$ cat src/rtl/rv_pkg.sv
// rv_pkg: RV32 opcode constants shared with the control unit, instruction
// field slice positions, the fetch-entry type and the J-immediate helper.
package rv_pkg;

  localparam logic [6:0] Rtype  = 7'b0110011;
  localparam logic [6:0] Itype  = 7'b0010011;
  localparam logic [6:0] sw     = 7'b0100011;
  localparam logic [6:0] lw     = 7'b0000011;
  localparam logic [6:0] sbtype = 7'b1100011;
  localparam logic [6:0] ujtype = 7'b1101111;
  localparam logic [6:0] Ijtype = 7'b1100111;
  localparam logic [6:0] luI    = 7'b0110111;

  localparam int OPC_LSB = 0;
  localparam int OPC_MSB = 6;
  localparam int RD_LSB  = 7;
  localparam int RD_MSB  = 11;
  localparam int F3_LSB  = 12;
  localparam int F3_MSB  = 14;
  localparam int RS1_LSB = 15;
  localparam int RS1_MSB = 19;
  localparam int RS2_LSB = 20;
  localparam int RS2_MSB = 24;
  localparam int F7_LSB  = 25;
  localparam int F7_MSB  = 31;

  // Widest PC an entry can carry; fetch units use ADDR_W <= PC_W.
  localparam int PC_W = 32;

  typedef struct packed {
    logic [PC_W-1:0] pc;
    logic [31:0]     instr;
    logic            jumpTaken;
  } fetch_entry_t;

  // Sign-extended J-type immediate (jal offset).
  function automatic logic [31:0] j_imm(input logic [31:0] instr);
    return {{11{instr[31]}}, instr[31], instr[19:12], instr[20], instr[30:21], 1'b0};
  endfunction

endpackage

$ cat src/rtl/fetch_fifo.sv
// fetch_fifo: synchronous FIFO of fetch entries with flush and occupancy count.
// DEPTH must be a power of two so the pointers wrap naturally.
module fetch_fifo
  import rv_pkg::*;
#(
  parameter int DEPTH = 2,
  localparam int AW   = $clog2(DEPTH),
  localparam int CW   = AW + 1
) (
  input  logic         clk,
  input  logic         reset,
  input  logic         flush,
  input  logic         push,
  input  fetch_entry_t wdata,
  input  logic         pop,
  output fetch_entry_t rdata,
  output logic         empty,
  output logic [CW-1:0] count
);

  fetch_entry_t  mem [DEPTH];
  logic [AW-1:0] wptr, rptr;
  logic          full, do_push, do_pop;

  assign empty   = (count == '0);
  assign full    = (count == CW'(DEPTH));
  assign rdata   = mem[rptr];
  assign do_pop  = pop && !empty;
  // A push at full is legal only when the head leaves in the same cycle.
  assign do_push = push && (!full || do_pop);

  // Pointer and occupancy update; flush drops everything, including a same-cycle push/pop.
  always_ff @(posedge clk) begin
    if (reset || flush) begin
      wptr  <= '0;
      rptr  <= '0;
      count <= '0;
    end else begin
      if (do_push) wptr <= wptr + AW'(1);
      if (do_pop)  rptr <= rptr + AW'(1);
      count <= count + CW'(do_push) - CW'(do_pop);
    end
  end

  // Storage write; contents need no reset since count gates visibility.
  always_ff @(posedge clk) begin
    if (do_push && !(reset || flush)) mem[wptr] <= wdata;
  end

endmodule

$ cat src/rtl/instr_fetch_unit.sv
// instr_fetch_unit: PC holder, in-order imem requester and decode-side buffer.
// Optional macro FETCH_PREDECODE_EN: jal words redirect fetch internally and
// are marked with dec_jumpTaken; without it dec_jumpTaken is tied 0.
module instr_fetch_unit
  import rv_pkg::*;
#(
  parameter int                 ADDR_W   = 32,
  parameter int                 DEPTH    = 2,
  parameter logic [ADDR_W-1:0]  RESET_PC = '0
) (
  input  logic              clk,
  input  logic              reset,
  input  logic              redirect_valid,
  input  logic [ADDR_W-1:0] redirect_pc,
  output logic              imem_req_valid,
  input  logic              imem_req_ready,
  output logic [ADDR_W-1:0] imem_req_addr,
  input  logic              imem_rsp_valid,
  input  logic [31:0]       imem_rsp_data,
  output logic              dec_valid,
  input  logic              dec_ready,
  output logic [ADDR_W-1:0] dec_pc,
  output logic [31:0]       dec_instr,
  output logic [6:0]        dec_opCode,
  output logic [2:0]        dec_funct3,
  output logic [6:0]        dec_funct7,
  output logic [4:0]        dec_rd,
  output logic [4:0]        dec_rs1,
  output logic [4:0]        dec_rs2,
  output logic              dec_jumpTaken
);

  localparam int CW = $clog2(DEPTH) + 1;

  logic [ADDR_W-1:0] pc, rsp_pc, pd_tgt, redir_tgt;
  logic [CW-1:0]     outstanding, drop_cnt, fifo_count;
  logic [CW:0]       credit_used;
  logic              accept, rsp_keep, pd_jal, redir, fifo_empty;
  fetch_entry_t      push_e, head_raw, head;

  // Words in flight plus words buffered never exceed DEPTH, so every kept response has a slot.
  assign credit_used    = {1'b0, outstanding} + {1'b0, fifo_count};
  assign imem_req_valid = !reset && !redir && (credit_used < (CW+1)'(DEPTH));
  assign imem_req_addr  = pc;
  assign accept         = imem_req_valid && imem_req_ready;
  assign rsp_keep       = imem_rsp_valid && (drop_cnt == '0);

`ifdef FETCH_PREDECODE_EN
  assign pd_jal = rsp_keep && (imem_rsp_data[OPC_MSB:OPC_LSB] == ujtype);
  assign pd_tgt = rsp_pc + ADDR_W'(j_imm(imem_rsp_data));
`else
  assign pd_jal = 1'b0;
  assign pd_tgt = '0;
`endif

  // External redirect outranks a predecoded jal in the same cycle.
  assign redir     = redirect_valid || pd_jal;
  assign redir_tgt = redirect_valid ? redirect_pc : pd_tgt;

  // Entry pushed for a kept response; jumpTaken marks a predecoded jal.
  always_comb begin
    push_e                = '0;
    push_e.pc[ADDR_W-1:0] = rsp_pc;
    push_e.instr          = imem_rsp_data;
    push_e.jumpTaken      = pd_jal && !redirect_valid;
  end

  // PC, response PC, in-flight count and drop count.
  // On redirect no request is issued, so only a same-cycle response retires;
  // every other in-flight word belongs to the abandoned path and is dropped.
  always_ff @(posedge clk) begin
    if (reset) begin
      pc          <= RESET_PC;
      rsp_pc      <= RESET_PC;
      outstanding <= '0;
      drop_cnt    <= '0;
    end else if (redir) begin
      pc          <= redir_tgt;
      rsp_pc      <= redir_tgt;
      outstanding <= outstanding - CW'(imem_rsp_valid);
      drop_cnt    <= outstanding - CW'(imem_rsp_valid);
    end else begin
      if (accept) pc <= pc + ADDR_W'(4);
      outstanding <= outstanding + CW'(accept) - CW'(imem_rsp_valid);
      if (imem_rsp_valid) begin
        if (drop_cnt != '0) drop_cnt <= drop_cnt - CW'(1);
        else                rsp_pc   <= rsp_pc + ADDR_W'(4);
      end
    end
  end

  // Only an external redirect flushes: entries ahead of a predecoded jal are older and stay.
  fetch_fifo #(.DEPTH(DEPTH)) u_fifo (
    .clk   (clk),
    .reset (reset),
    .flush (redirect_valid),
    .push  (rsp_keep && !redirect_valid),
    .wdata (push_e),
    .pop   (dec_valid && dec_ready),
    .rdata (head_raw),
    .empty (fifo_empty),
    .count (fifo_count)
  );

  // Present zeros when nothing is buffered so idle outputs never show stale storage.
  always_comb begin
    head = head_raw;
    if (fifo_empty) head = '0;
  end

  assign dec_valid     = !fifo_empty;
  assign dec_pc        = head.pc[ADDR_W-1:0];
  assign dec_instr     = head.instr;
  assign dec_opCode    = head.instr[OPC_MSB:OPC_LSB];
  assign dec_funct3    = head.instr[F3_MSB:F3_LSB];
  assign dec_funct7    = head.instr[F7_MSB:F7_LSB];
  assign dec_rd        = head.instr[RD_MSB:RD_LSB];
  assign dec_rs1       = head.instr[RS1_MSB:RS1_LSB];
  assign dec_rs2       = head.instr[RS2_MSB:RS2_LSB];
  assign dec_jumpTaken = head.jumpTaken;

endmodule
$ cat config.mk
export PLATFORM = sky130hd
export DESIGN_NAME = instr_fetch_unit
export DESIGN_NICKNAME = d
export VERILOG_FILES = /design/src/rtl/rv_pkg.sv /design/src/rtl/fetch_fifo.sv /design/src/rtl/instr_fetch_unit.sv
export SDC_FILE = /design/constraint.sdc
export NUM_CORES = 1
export LEC_CHECK = 0
export CORE_AREA = 2 2 137 139
export CTS_CLUSTER_SIZE = 12
export DETAILED_ROUTE_END_ITERATION = 10
export DIE_AREA = 0 0 139 141
export PLACE_DENSITY = 0.78
export SYNTH_ARGS = -nofsm -noshare
export SYNTH_HDL_FRONTEND = slang
export SYNTH_SLANG_ARGS = --single-unit
$ cat constraint.sdc
create_clock -name clk -period 10 [get_ports clk]
set_input_delay 2.5 -clock clk [delete_from_list [all_inputs] [get_ports clk]]
set_output_delay 2.5 -clock clk [all_outputs]
set_load 0.005 [all_outputs]
# ---- Word level (Yosys, flattened, before mapping)
# Memory sizes are Yosys's and may differ from the RTL's. A register that Yosys moved wholly into a read port is not among the register bits.
# Cells that the tools add are included.
dict set report word_totals {
  ff_bits 72
  ram_bits 128
  input_bits 70
  output_inout_bits 131
  elab_cells 60
  mem_count 1
}
dict set report op_classes {
  n_addsub 11
  order_cmp 1
  n_eq_ne 2
  muxes 14
  reduce_logical 24
}
# memory words word_bits read_ports rd_clocked_by_memory_dff write_ports line
set mem_list {}
lappend mem_list {u_fifo.mem 2 64 1 1 1 fetch_fifo.sv:21} ;# fetch_entry_t mem [DEPTH];
# operator count
set ops {}
lappend ops {{32-bit two-way mux} 5}
lappend ops {{65-bit two-way mux} 1}
lappend ops {{32-bit by 3-bit adder with 32-bit output (second input constant)} 2}
lappend ops {{1-bit logical AND} 9}
lappend ops {{2-bit two-way mux} 4}
lappend ops {{2-bit nonzero test} 4}
lappend ops {{2-bit by 1-bit subtractor with 2-bit output} 3}
lappend ops {{1-bit zero test} 5}
lappend ops {{2-bit by 1-bit adder with 2-bit output} 2}
lappend ops {{2-bit zero test} 2}
lappend ops {{1-bit two-way mux} 4}
lappend ops {{2-bit AND reduction} 2}
lappend ops {{2-bit by 2-bit adder with 3-bit output} 1}
lappend ops {{3-bit by 2-bit less-than comparator with 1-bit output (second input constant)} 1}
lappend ops {{1-bit adder (second input constant)} 2}
lappend ops {{2-bit equality test (second input constant)} 1}
lappend ops {{1-bit logical OR} 2}
lappend ops {{2-bit inequality test (second input constant)} 1}
lappend ops {{2-bit by 1-bit subtractor with 2-bit output (second input constant)} 1}

# ---- Longest topological paths before layout
dict set report logic_depth {
  word_depth 9
  depth_mapped 16
  depth_no_buf 13
}

# ---- Modules after synthesis
# Synthesis repeated with hierarchy kept, for this count alone.
dict set report hier_totals {
  hier_cells 825
  hier_area_um2 9784.4
}
# mod instances cells_each area_per_inst_um2
set modules_own_cells {}
lappend modules_own_cells {fetch_fifo 1 227 5146.2}
lappend modules_own_cells {instr_fetch_unit 1 598 4638.2}

# ---- Least setup slack after synthesis
# Ideal clock, no wire load.
dict set report synth_path {
  path_kind {input-to-reg}
  from {in imem_rsp_valid}
  to {mem u_fifo.mem[1][0] (netlist name), enable pin}
  setup_ns 0.578
  arrival_ns 7.685
  slack_ns 1.737
  cell_stages 3
  path_cell_list {nand2_1 > or3_1 > nor3b_1}
}
dict set report synth_via {
  elab_chain_cells 6
}
# item line
set synth_lines {}
lappend synth_lines {{from (decl)} instr_fetch_unit.sv:18} ;# input logic imem_rsp_valid,
lappend synth_lines {{1-bit logical AND} instr_fetch_unit.sv:46} ;# assign rsp_keep = imem_rsp_valid && (drop_cnt == '0);
lappend synth_lines {{1-bit logical AND} instr_fetch_unit.sv:97} ;# .push (rsp_keep && !redirect_valid),
lappend synth_lines {{1-bit logical AND} fetch_fifo.sv:30} ;# assign do_push = push && (!full || do_pop);
lappend synth_lines {{1-bit logical AND} fetch_fifo.sv:47} ;# if (do_push && !(reset || flush)) mem[wptr] <= wdata;
lappend synth_lines {{1-bit two-way mux} fetch_fifo.sv:47}
lappend synth_lines {{1-bit two-way mux (implied by the code)} fetch_fifo.sv:47}
lappend synth_lines {{to (decl)} fetch_fifo.sv:21}
# No other way between the ends.

# ---- Worst setup path in the final report
dict set report layout_path {
  from {in reset}
  to {out imem_req_valid}
}
dict set report layout_via {
  elab_chain_cells 3
}
# item line
set layout_lines {}
lappend layout_lines {{from (decl)} instr_fetch_unit.sv:12} ;# input logic reset,
lappend layout_lines {{1-bit zero test} instr_fetch_unit.sv:43} ;# assign imem_req_valid = !reset && !redir && (credit_used < (CW+1)'(DEPTH));
lappend layout_lines {{1-bit logical AND (2 in series)} instr_fetch_unit.sv:43}
lappend layout_lines {{to (decl)} instr_fetch_unit.sv:15} ;# output logic imem_req_valid,
# No other way between the ends.

==> results by stage <==
Status:
- The flow ran to the end, and the final reports show no timing, DRC or antenna violations.

Power and ir drop:
- The relative contribution of sequential cells to total power is 48.6%.
- The switching share of power is 21.7%.
- The net switching power figure is 0.423 mW.
- In this run the power density over the cells is 166 nW/um^2.
- The clock network burns about two fifths of the power.
- Cell internal power was estimated by the tool at about 1.5 mW.
- The static leakage is 3.82 nW.
- The largest voltage drop on the vdd net is 0.000120 V.
- Per report_power, the combinational group accounts for 9.9% of the total.

Cells and area:
- The post-route netlist has 5.19% of its cells at a drive strength greater than 1.
- The number of standard cells in the layout, taps in and fillers out is 1217.
- The net count of the finished layout is 1046.
- In the final layout, the multi-input gates occupy ~3300 um^2.
- Relative to the synthesized area, the layout overhead comes to 29.3%.
- The register cell area after layout is 5310 um^2.
- The number of filler instances in the final layout is 1474.
- The repair_antennas step left the layout with diodes totalling 0.

Worst setup path:
- The largest individual stage delay along the critical path comes from the cell clkdlybuf4s50_1.
- Walking the worst path, the cells encountered are buf_2, buf_4, nor4_4, clkdlybuf4s50_1.
- The largest fanout of any net on the critical path is 74.
- The family of cells with the greatest summed delay on the critical path is buffers and inverters.
- The critical path launch point type is an input port.
- The biggest cell delay along the critical path is 0.57 ns.
- The worst endpoint required time is 7.50 ns.
- The signal arrival time at the worst endpoint is 3.94 ns.
- The critical setup path kind is input port to output port.
- The category of the worst setup path capture point is an output port.
- The critical path contains buffers and inverters numbering 3 combined.

Logic synthesis:
- Yosys mapped a number of flops with a built-in enable equal to between 100 and 150.
- The most used flip-flop cell after synthesis is edfxtp_1.
- The synthesized netlist devotes under 10% of its cell area to adder and majority cells.
- The share of synthesized area in the top cell type comes to 42.4%.
- The compound-gate portion of the synthesized area is 8.14%.
- After synthesis, the largest family of logic cells by area is simple AND/OR/NAND/NOR gates.
- The count of synthesis-stage warnings from yosys is 0.
- After technology mapping, the gate count stands at 816.
- The number of nets produced by synthesis is 895.
- The biggest area contributor in the post-synthesis netlist is edfxtp_1.
- After synthesis, the cell types taking the most area are edfxtp_1 42%, dfxtp_1 16%, mux2i_1 7.2%.
- A synthesized cell averages 11.1 um^2.
- Multiplexer cells account for 7.30% of the synthesized area.
- After Yosys synthesis, XOR and XNOR cells account for 3.86% of the synthesized area.
- Summing the areas of all and, or, nand and nor instances in the mapped netlist gives 15.3% of the synthesized area.
- The post-synth design cell area is around 9000 um^2.
- The number of different library cells used by synthesis comes to between 50 and 60.
- Summing the sequential cell areas from Yosys gives 58.5% of the chip area.
- The register bit total from synthesis is 201.
- The proportion of synthesized flip-flops having asynchronous set or reset is 0%.

STA:
- Setup repair after global routing left no endpoint under its margin.
- The actual transition at the worst max-transition pin is 1.11 ns.
- The portion of the clock cycle consumed by the worst path in the final layout is between 60% and 70%.
- Subtracting the final worst setup slack from the clock period gives 6.44 ns.
- The setup TNS is 0 ns.
- Static timing analysis puts the maximum clock frequency at 155 MHz.
- The final number of hold-violating endpoints is 0.
- The number of setup violations in the final report is 0.
- The final number of max-transition violations was 0.
- The headroom to the max-slew limit is 25.8%.
- The worst clock skew is ~0.010 ns.

GRT:
- Global routing consumed, over all layers together, 20.3% of the routing resources.
- The largest net degree at the start of global routing is 75.
- Global routing used 3.46% of the available met3 tracks.
- The global routing stage identified its most utilized layer as met2.
- The fraction of met1 tracks used by global routing is 28.4%.
- The initial antenna violation count is 0.
- Global routing finished with a remaining overflow of 0.
- The number of global-route vias before repair was 6213.
- Global routing used 33.3% of the available met2 tracks.
- The wire length of the first global-routing pass is 32300 um.

Placement:
- The post-DP HPWL is approximately 14000 um.
- The quantity of I/O buffers inserted on ports is 199.
- The number of placed instances with taps included is 1177.
- The last weighted congestion value of the routability-driven placer is 0.867.

Worst hold path:
- The path class of the lowest-slack min-delay path is register to register.

Clock network:
- The H-tree depth is 1.
- The number of clock sinks is 201.
- In this run the deepest clock path goes through 3 buffers.
- Buffers added to address setup during post-CTS repair amount to 0.
- The TritonCTS clock tree is done.
- After clock tree synthesis, the clock-pin slew on the worst setup and hold paths is 0.05 ns.
- In this run, CTS created clock tree buffers numbering 22.
- Hold repair after CTS inserted 0 buffers.
- Once the clock tree was built, the resizer swapped 0 gates to a different size.
- The clock tree root buffer cell is clkbuf_16.
- The clock latency at the later pin of the worst-skew pair is 0.50 ns.

Floorplanning:
- The floorplan die height is between 100 and 150 um.
- The initial cell density of the core is 49.6%.
- The floorplan step defined a core boundary enclosing between 15000 and 20000 um^2.
- The area of the die is just under 20000 um^2.
- The x dimension of the die is approximately 140 um.
- The number of top-level pins is 201.
- The number of rows in the core area is 50.

Drt:
- The mean number of vias per cell is 5.51.
- The residual DRC count is 0.
- The overall routed net length is 20500 um.
- The detailed router finished its first iteration with approximately 440 violations.
- The total iterations of the first detailed-routing run is 7.
- The remaining number of nets flagged by the antenna check after routing is 0.
- The routed via count is 6710.
- After detailed routing, the average wire length per cell comes to 16.8 um.

Run:
- The number of maximum-capacitance violations is 0.
power groups by stage:
stage	registers, mW	clock network [mW]	logic [mW]
after CTS	0.945	0.826	0.193
after floorplan	0.956	0	0.0978
final	0.946	0.807	0.192
after global routing	0.950	0.860	0.210
after detailed placement	0.963	0	0.192
after global placement	0.961	0	0.188
logic make-up after synthesis:
| logic type | Yosys count |
|---|---|
| adder cells (fa/ha/maj) | 9 |
| AO/OA/AOI/OAI | 119 |
| XOR/XNOR | 40 |
| buffers and inverters | 97 |
| AND/OR/NAND/NOR | 283 |
| other | 1 |
| flip-flops | 201 |
| multiplexers | 66 |
layout make-up:
| type | instances | share of cell area [%] |
|---|---|---|
| clock buffers | 34 | 5.61 |
| clock inverters | 6 | 0.662 |
| inverters | 18 | 0.576 |
| multi-input cells | 518 | 28.0 |
| flip-flops and latches | 201 | 45.3 |
| well taps | 234 | 2.50 |
| repair buffers | 206 | 17.4 |
per-layer routing:
layer	share of wire, %	wire length, um	vias to the layer above
met5	0	0	-
met2	47	9590	320
met1	44	8980	3127
li1	-	-	3235
met4	1.5	313	0
met3	7.8	1600	28
cell usage after synthesis (all sizes together), types with 3 or more instances:
master,number
edfxtp,128
nor2,104
dfxtp,73
mux2i,65
nand2,56
buf,47
a21oi,38
clkbuf,32
xnor2,26
nand3,25
nor3,21
nand4,20
a31oi,19
inv,18
xor2,14
o21ai,13
a211oi,12
nor4,11
o22ai,11
and2,9
and3,8
and4,8
ha,8
or3,7
a21o,5
o21a,4
nand2b,3
o211ai,3
cell usage in the layout, fill, tap and decap left out, types with 3 or more instances in the layout:
master	count
a211oi_1	12
a21o_1	5
a21oi_1	38
a31oi_1	19
and2_1	9
and3_1	8
and4_1	8
buf_4	7
clkbuf_1	8
clkbuf_16	24
clkdlybuf4s50_1	197
clkinv_1	3
dfxtp_1	72
edfxtp_1	128
ha_1	8
inv_1	16
mux2i_1	65
nand2_1	56
nand2b_1	3
nand3_1	25
nand4_1	19
nor2_1	103
nor3_1	19
nor4_1	8
o211ai_1	3
o21a_1	4
o21ai_0	13
o22ai_1	11
or3_1	7
xnor2_1	26
xor2_1	14
state kept, by name, summed over array words and instances, names as in the netlist, named ones only:
name / count
imem_req_addr: 32
u_fifo.count: 2
rsp_pc: 32
drop_cnt: 2
outstanding: 2
u_fifo.rptr: 1
u_fifo.mem: 128
u_fifo.wptr: 1
path summary, 6_finish.rpt:
path / startpoint / to / slack (ns) / depth (start not counted)
max: reset / imem_req_valid / 3.56 / 4
min: imem_req_addr[1] / imem_req_addr[1] / 0.45 / 2
max reg2reg: u_fifo.count[0] / outstanding[1] / 6.63 / 13
min reg2reg: imem_req_addr[1] / imem_req_addr[1] / 0.45 / 2
worst reg2reg max path, delay by kind of cell, from the launching register on:
| family | cells | cell delay, ns |
|---|---|---|
| DFF | 1 | 0.39 |
| xor gates and xnor gates | 2 | 0.26 |
| buffers and inverters | 3 | 0.47 |
| AOI/OAI and AO/OA | 1 | 0.18 |
| adders and majority gates | 3 | 1.02 |
| and+or+nand+nor | 4 | 0.90 |
through the flow:
| stage | area [um^2] | hold slack (ns) | util, % | power (mW) | setup WS (ns) |
|---|---|---|---|---|---|
| after floorplan | 9070 | 0.424 | - | 1.05 | 1.74 |
| after global placement | 11000 | 0.434 | 60.1 | 1.15 | 3.58 |
| after detailed placement | 11000 | 0.448 | 60.1 | 1.15 | 3.57 |
| after CTS | 11700 | 0.456 | 64.2 | 1.96 | 3.55 |
| after global routing | 11700 | 0.488 | 64.2 | 2.02 | 3.49 |
| final | 11700 | 0.453 | 64.2 | 1.95 | 3.56 |
Note: power is estimated with default switching activity, not from simulation.
